--- config.mk ---
export PLATFORM = sky130hd
export DESIGN_NAME = serial_comparator
export DESIGN_NICKNAME = d
export VERILOG_FILES = /design/src/rtl/cmp_pkg.sv /design/src/rtl/digit_compare.sv /design/src/rtl/serial_comparator.sv
export SDC_FILE = /design/constraint.sdc
export NUM_CORES = 1
export LEC_CHECK = 0
export CORE_MARGIN = 2
export CORE_UTILIZATION = 50
export DETAILED_ROUTE_END_ITERATION = 12
export PLACE_DENSITY = 0.89
export SYNTH_ARGS = -nofsm -noshare
export SYNTH_HDL_FRONTEND = slang
export SYNTH_SLANG_ARGS = --single-unit
--- constraint.sdc ---
create_clock -name clk -period 1.9 [get_ports clk]
set_clock_uncertainty 0.05 [all_clocks]
set_input_delay 0.285 -clock clk [delete_from_list [all_inputs] [get_ports clk]]
set_output_delay 0.285 -clock clk [all_outputs]
set_load 0.03 [all_outputs]
--- src/rtl/cmp_pkg.sv ---
// Shared types for the serial comparator: FSM state encoding and RV32I branch funct3 codes.
package cmp_pkg;

  typedef enum logic [1:0] {
    IDLE = 2'd0,
    BUSY = 2'd1,
    DONE = 2'd2
  } state_t;

  localparam logic [2:0] BEQ  = 3'b000;
  localparam logic [2:0] BNE  = 3'b001;
  localparam logic [2:0] BLT  = 3'b100;
  localparam logic [2:0] BGE  = 3'b101;
  localparam logic [2:0] BLTU = 3'b110;
  localparam logic [2:0] BGEU = 3'b111;

  // Funct3 codes 010/011 are not branches and never report taken.
  function automatic logic branch_taken(input logic [2:0] mode, input logic eq,
                                        input logic lt_s, input logic lt_u);
    logic t;
    t = 1'b0;
    case (mode)
      BEQ:     t = eq;
      BNE:     t = !eq;
      BLT:     t = lt_s;
      BGE:     t = !lt_s;
      BLTU:    t = lt_u;
      BGEU:    t = !lt_u;
      default: t = 1'b0;
    endcase
    return t;
  endfunction

endpackage

--- src/rtl/digit_compare.sv ---
// Combinational magnitude compare of one DIGIT-bit slice pair.
module digit_compare #(
  parameter int DIGIT = 4
) (
  input  logic [DIGIT-1:0] a_i,
  input  logic [DIGIT-1:0] b_i,
  output logic             slice_lt,
  output logic             slice_eq
);

  assign slice_lt = (a_i < b_i);
  assign slice_eq = (a_i == b_i);

endmodule

--- src/rtl/serial_comparator.sv ---
// Digit-serial signed/unsigned comparator with branch-taken decode, MSB slice first.
// Optional CMP_EARLY_EXIT_EN finishes on the first differing slice instead of after all N slices.
module serial_comparator
  import cmp_pkg::*;
#(
  parameter int WIDTH = 32,
  parameter int DIGIT = 4
) (
  input  logic             clk,
  input  logic             rst,
  input  logic             in_valid,
  output logic             in_ready,
  input  logic [WIDTH-1:0] rs1,
  input  logic [WIDTH-1:0] rs2,
  input  logic [2:0]       mode,
  output logic             out_valid,
  input  logic             out_ready,
  output logic             gt_u,
  output logic             eq_u,
  output logic             lt_u,
  output logic             gt_s,
  output logic             eq_s,
  output logic             lt_s,
  output logic             taken
);

  localparam int N     = WIDTH / DIGIT;
  localparam int CNT_W = (N > 1) ? $clog2(N) : 1;
  localparam logic [CNT_W-1:0] LAST = CNT_W'(N - 1);

  if (WIDTH % DIGIT != 0) begin : g_bad_cfg
    $error("serial_comparator: WIDTH must be a multiple of DIGIT");
  end

  state_t           state_q, state_d;
  logic [CNT_W-1:0] cnt_q, cnt_d;
  logic             decided_q, decided_d;
  logic             ltu_q, ltu_d;
  logic             gtu_q, gtu_d;
  logic [WIDTH-1:0] rs1_q, rs1_d;
  logic [WIDTH-1:0] rs2_q, rs2_d;
  logic [2:0]       mode_q, mode_d;
  logic             s1_q, s1_d;
  logic             s2_q, s2_d;

  logic slice_lt;
  logic slice_eq;

  // Operands shift left each BUSY cycle, so the slice under test is always the top one.
  digit_compare #(.DIGIT(DIGIT)) u_digit (
    .a_i      (rs1_q[WIDTH-1 -: DIGIT]),
    .b_i      (rs2_q[WIDTH-1 -: DIGIT]),
    .slice_lt (slice_lt),
    .slice_eq (slice_eq)
  );

  always_comb begin
    state_d   = state_q;
    cnt_d     = cnt_q;
    decided_d = decided_q;
    ltu_d     = ltu_q;
    gtu_d     = gtu_q;
    rs1_d     = rs1_q;
    rs2_d     = rs2_q;
    mode_d    = mode_q;
    s1_d      = s1_q;
    s2_d      = s2_q;
    case (state_q)
      IDLE: begin
        if (in_valid) begin
          rs1_d     = rs1;
          rs2_d     = rs2;
          mode_d    = mode;
          s1_d      = rs1[WIDTH-1];
          s2_d      = rs2[WIDTH-1];
          cnt_d     = '0;
          decided_d = 1'b0;
          ltu_d     = 1'b0;
          gtu_d     = 1'b0;
          state_d   = BUSY;
        end
      end
      BUSY: begin
        rs1_d = rs1_q << DIGIT;
        rs2_d = rs2_q << DIGIT;
        cnt_d = cnt_q + 1'b1;
        if (!decided_q && !slice_eq) begin
          decided_d = 1'b1;
          ltu_d     = slice_lt;
          gtu_d     = !slice_lt;
`ifdef CMP_EARLY_EXIT_EN
          state_d   = DONE;
`endif
        end
        if (cnt_q == LAST) begin
          state_d = DONE;
        end
      end
      DONE: begin
        if (out_ready) begin
          state_d = IDLE;
        end
      end
      default: state_d = IDLE;
    endcase
  end

  always_ff @(posedge clk) begin
    if (rst) begin
      state_q   <= IDLE;
      cnt_q     <= '0;
      decided_q <= 1'b0;
      ltu_q     <= 1'b0;
      gtu_q     <= 1'b0;
      rs1_q     <= '0;
      rs2_q     <= '0;
      mode_q    <= '0;
      s1_q      <= 1'b0;
      s2_q      <= 1'b0;
    end else begin
      state_q   <= state_d;
      cnt_q     <= cnt_d;
      decided_q <= decided_d;
      ltu_q     <= ltu_d;
      gtu_q     <= gtu_d;
      rs1_q     <= rs1_d;
      rs2_q     <= rs2_d;
      mode_q    <= mode_d;
      s1_q      <= s1_d;
      s2_q      <= s2_d;
    end
  end

  // With differing signs the negative operand is the smaller one regardless of magnitude.
  always_comb begin
    in_ready  = (state_q == IDLE);
    out_valid = (state_q == DONE);
    gt_u      = 1'b0;
    eq_u      = 1'b0;
    lt_u      = 1'b0;
    gt_s      = 1'b0;
    eq_s      = 1'b0;
    lt_s      = 1'b0;
    taken     = 1'b0;
    if (state_q == DONE) begin
      gt_u  = gtu_q;
      lt_u  = ltu_q;
      eq_u  = !decided_q;
      eq_s  = !decided_q;
      gt_s  = (s1_q == s2_q) ? gtu_q : s2_q;
      lt_s  = (s1_q == s2_q) ? ltu_q : s1_q;
      taken = branch_taken(mode_q, !decided_q, lt_s, ltu_q);
    end
  end

endmodule

# Word level (Yosys, flattened, before mapping)

Index checks and enable logic that the tools add are counted.

Output and inout port bits: 9
Word-level logic and storage cells: 65
Input port bits: 71
Register bits: 77

Eq/ne operators: 14
Reductions and logical operators: 13
$lt $le $gt $ge: 1
$add $sub $neg: 1
Multiplexer cells: 26

Operators by type and width:

| cell                  | count |
|---|---|
| $pmux W32 S2          | 2 |
| $mux W32              | 2 |
| $eq A3 B3 Y1 const B  | 5 |
| $mux W1               | 12 |
| $mux W2               | 3 |
| $ne A2 B2 Y1 const B  | 3 |
| $pmux W1 S2           | 3 |
| $pmux W1 S6           | 1 |
| $pmux W2 S3           | 1 |
| $pmux W3 S2           | 1 |
| $reduce_and A3 Y1     | 2 |
| $logic_not A1 Y1      | 5 |
| $eq A4 B4 Y1          | 1 |
| $lt A4 B4 Y1          | 1 |
| $reduce_and A2 Y1     | 2 |
| $add A3 B1 Y3 const B | 1 |
| $eq A3 B1 Y1 const B  | 1 |
| $logic_not A3 Y1      | 1 |
| $mux W3               | 1 |
| $eq A2 B1 Y1 const B  | 1 |
| $eq A2 B2 Y1 const B  | 1 |
| $logic_not A2 Y1      | 1 |
| $ne A2 B1 Y1 const B  | 1 |
| $reduce_bool A2 Y1    | 1 |
| other kinds (2)       | 2 |

# Logic depth before layout (Yosys ltp)

Depth after elaboration: 5
Gate-level depth with buffers: 7

# Hierarchy

From an unflattened synthesis, not the netlist that was laid out.

Cell total of the unflattened synthesis: 441
Area, all modules: 3,448.3 µm²

By module, submodules not included:

| module            | cells an instance | area each (µm²) | instances |
|---|---|---|---|
| serial_comparator | 427               | 3,345.7         | 1 |
| digit_compare     | 14                | 102.6           | 1 |

# Least setup slack after synthesis

OpenSTA, ideal clock, no wires.

Path kind: flip-flop to output port
From: register state_q[0]
To: output port eq_u
Stages on the path, launching flop included: 5
Buffers on the path: 2
Arrival time: 1.343 ns
Setup slack: 0.222 ns
Required time: 1.565 ns
Path through: dfxtp_1 -> buf_4 -> nand2b_1 -> nor2_1 -> buf_4

Word-level cells in the longest chain between the ends: 2

Ends and longest elaborated chain:

| what                     | RTL line                 | text |
|---|---|---|
| start: declaration       | serial_comparator.sv:35  | `state_t state_q, state_d;` |
| start signal: assignment | serial_comparator.sv:121 | `state_q <= state_d;` |
| $eq A2 B2 Y1             | serial_comparator.sv:145 | `if (state_q == DONE) begin` |
| $mux W1                  | n/a                      |  |
| end: declaration         | serial_comparator.sv:19  | `output logic eq_u,` |

Every way passes these cells.

# Final worst setup path

From: register s1_q
To: output port taken

Word-level cells in the longest chain between the ends: 5

Ends and longest elaborated chain:

| what                     | RTL line                 | text |
|---|---|---|
| start: declaration       | serial_comparator.sv:43  | `logic s1_q, s1_d;` |
| start signal: assignment | serial_comparator.sv:118 | `s1_q <= 1'b0;` |
| start signal: assignment | serial_comparator.sv:129 | `s1_q <= s1_d;` |
| $eq A1 B1 Y1             | serial_comparator.sv:151 | `lt_s = (s1_q == s2_q) ? ltu_q : s1_q;` |
| $mux W1 *                | serial_comparator.sv:151 |  |
| $logic_not A1 Y1         | cmp_pkg.sv:26            | `BGE: t = !lt_s;` |
| $pmux W1 S6 *            | cmp_pkg.sv:22            | `case (mode)` |
| $mux W1 *                | serial_comparator.sv:145 |  |
| end: declaration         | serial_comparator.sv:24  | `output logic taken` |

Mark *: on every way between the ends. The rest lies on a longest branch, timed or not.

==> out/qor.csv <==
stage;metric;value;unit
status;outcome;complete, no violations;
detailed_routing;Iter 0 DRT Violations;178;
finish;nets;580;
clocking;CTS clock-pin slew for the worst setup and hold paths;70;ps
power;VDD IR max;0.000485;V
synthesis;ranking of synthesized cells by area;dfxtp_1, a311oi_1, nand2_1;
sta;Final Hold Viols;0;
place;HPWL Detailed;5610;µm
synthesis;yosys synthesis warning count;0;
power;pwr/cell area;853;nW/µm²
floorplanning;Die Y;86.4;µm
sta;Final period util;96.8;%
sta;Period minus WS final;1840;ps
clocking;CTS Buf Count;9;
synthesis;cell taking the most area after synthesis;dfxtp_1;
power;LEAKAGE;1.80;nW
clocking;clock sinks;77;
sta;Slew headroom;69.8;%
sta;hold_ws;323;ps
finish;most frequent cells in the layout;nand2_1, nor2_1, dfxtp_1;
clocking;Worst-Skew Late Latency;340;ps
worst_setup_path;Req. time, crit path;1560;ps
clocking;post-CTS setup buffer count;0;
finish;ANT cells;0;
floorplanning;Initial Util;50.8;%
global_routing;first-pass GRT wire length;13200;µm
synthesis;sequential share of the synthesized area;45.4;%
worst_setup_path;Worst Reg-to-Reg Cells;6;
floorplanning;I/O pins;80;
synthesis;Synth Register Bits;77;
place;Placer Congestion;0.858;
worst_hold_path;worst hold path type;primary input to register;
global_routing;number of global-route vias before repair;2926;
floorplanning;CORE AREA;6680;µm²
synthesis;Synth Instances;437;
synthesis;post-synth top area share;45.4;%
worst_setup_path;CP endpoint kind;primary output;
global_routing;remaining global-route overflow;0;
finish;commonest non-fill, non-tap cell in the layout;nand2_1;
clocking;H-tree depth;3;
synthesis;library cells used by synthesis;28;
detailed_routing;total wire length;8080;µm
detailed_routing;routed length per placed instance;13.7;µm
place;dpl cell area;4250;µm²
clocking;Hold-fix buffers, CTS;0;
sta;fin. max-slew vios;0;
finish;footprint of the multi-input gates;1660;µm²
global_routing;largest net degree at the start of global routing;58;
worst_setup_path;crit start category;register;
finish;FF+latch area;1550;µm²
detailed_routing;DRC viols;0;
detailed_routing;Avg Vias per Cell;5.46;
synthesis;post-synth net total;514;
sta;setup TNS;0;ps
finish;area delta synth->final;30.9;%
global_routing;GR Util All Layers;22.2;%
sta;Peak Freq;544;MHz
global_routing;initial antenna violation count;0;
power;total chip power;3.79;mW
clocking;Root Buffer;clkbuf_8;
detailed_routing;first-pass detailed-route iteration total;5;
place;port bufs;79;
floorplanning;Die Area;7470;µm²
finish;final instance area;4450;µm²
worst_setup_path;Worst Path Max Fanout;6;
detailed_routing;antenna-violating nets left;0;
finish;share of cells above drive strength 1;7.48;%
synthesis;cell area after synthesis;3400;µm²
run;Max Cap Violations;0;
worst_hold_path;hold depth;2;
floorplanning;row cnt;30;
synthesis;Mean Syn Cell Area;7.77;µm²
clocking;CTS tree;yes;
clocking;maximum buffer depth of the clock tree;2;
floorplanning;Die Wd;86.4;µm
finish;# fillers;533;
worst_setup_path;Critical Path AT;1500;ps
sta;Final Setup Violations;0;
sta;worst-margin pin slew;453;ps
sta;RSZ-0062 raised after global routing;yes;
detailed_routing;via count;3209;
worst_setup_path;Crit Path Class;register to primary output;
-- state kept, by name, indices dropped and copies added (netlist names), 2 cells and up --
signal and flops:
mode_q 3, cnt_q 3, rs1_q 32, rs2_q 32, state_q 2
-- worst max-delay path, stage by stage, from the launching register on --
cell	delay (ps)
dfxtp_4	370
nor2b_1	130
o2bb2ai_1	190
xnor2_1	80
a31o_2	240
buf_4	160
-- worst paths after layout --
path	start	to	slack, ps
min reg2reg	rs2_q[31]	rs2_q[31]	420
max	s1_q	taken	60
max reg2reg	rs2_q[30]	ltu_q	200
min	rst	state_q[0]	320
-- synth_stat cells --
cell type,n
inv_1,6
a21o_1,1
nor3_1,1
xnor2_1,1
nand2_1,123
nor2b_1,4
and2_1,4
and2b_1,1
dfxtp_1,77
o21ai_0,3
or2_2,1
xor2_1,1
a22oi_1,8
a31o_2,1
nand3_1,4
o2bb2ai_1,1
nor4_1,1
a21oi_1,16
buf_2,10
a311oi_1,54
nand3b_1,1
a211oi_1,2
nand2b_1,2
ha_1,6
buf_4,9
a311o_1,1
nor2_1,80
clkbuf_1,18
-- routing by layer --
layer	global-route usage [%]	share of wire, %
met4	9.66	2.0
met1	28.4	43
met2	37.0	50
met5	0	0
met3	3.81	5.0
-- cell type report --
cell class              count  share of cell area, %
clock buffers              11                   2.95
clock inverters             5                   1.69
inverters                   6                  0.506
multi-input cells         317                   37.3
flip-flops and latches     77                   34.8
well taps                  80                   2.25
repair buffers             92                   20.5
-- per-stage QoR --
stage / instances / setup slack, ps / utilization, %
floorplan: 437 / 222 / -
global placement: 572 / 187 / 63.7
detailed placement: 572 / 115 / 63.7
CTS: 588 / 17.9 / 66.6
global route: 588 / -22.6 / 66.6
finish: 588 / 60.1 / 66.6
-- cells by family after synthesis --
kind of cell	after synthesis	synth area share, %
AND/OR/NAND/NOR	222	25.8
AO/OA/AOI/OAI	87	20.0
flip-flops	77	45.4
buffers and inverters	43	6.11
adder cells (fa/ha/maj)	6	2.21
XOR/XNOR	2	0.516
-- power breakdown --
| group | switching (mW) | internal, mW |
|---|---|---|
| Clock | 0.570 | 0.734 |
| Combinational | 0.328 | 0.319 |
| Sequential | 0.0860 | 1.75 |
-- timing repair --
item / CTS / global route
resized for setup: 10 / 6
endpoints found under the setup margin: 9 / 3
pin swaps: 0 / 0
Power figures use the tool's default switching activity.
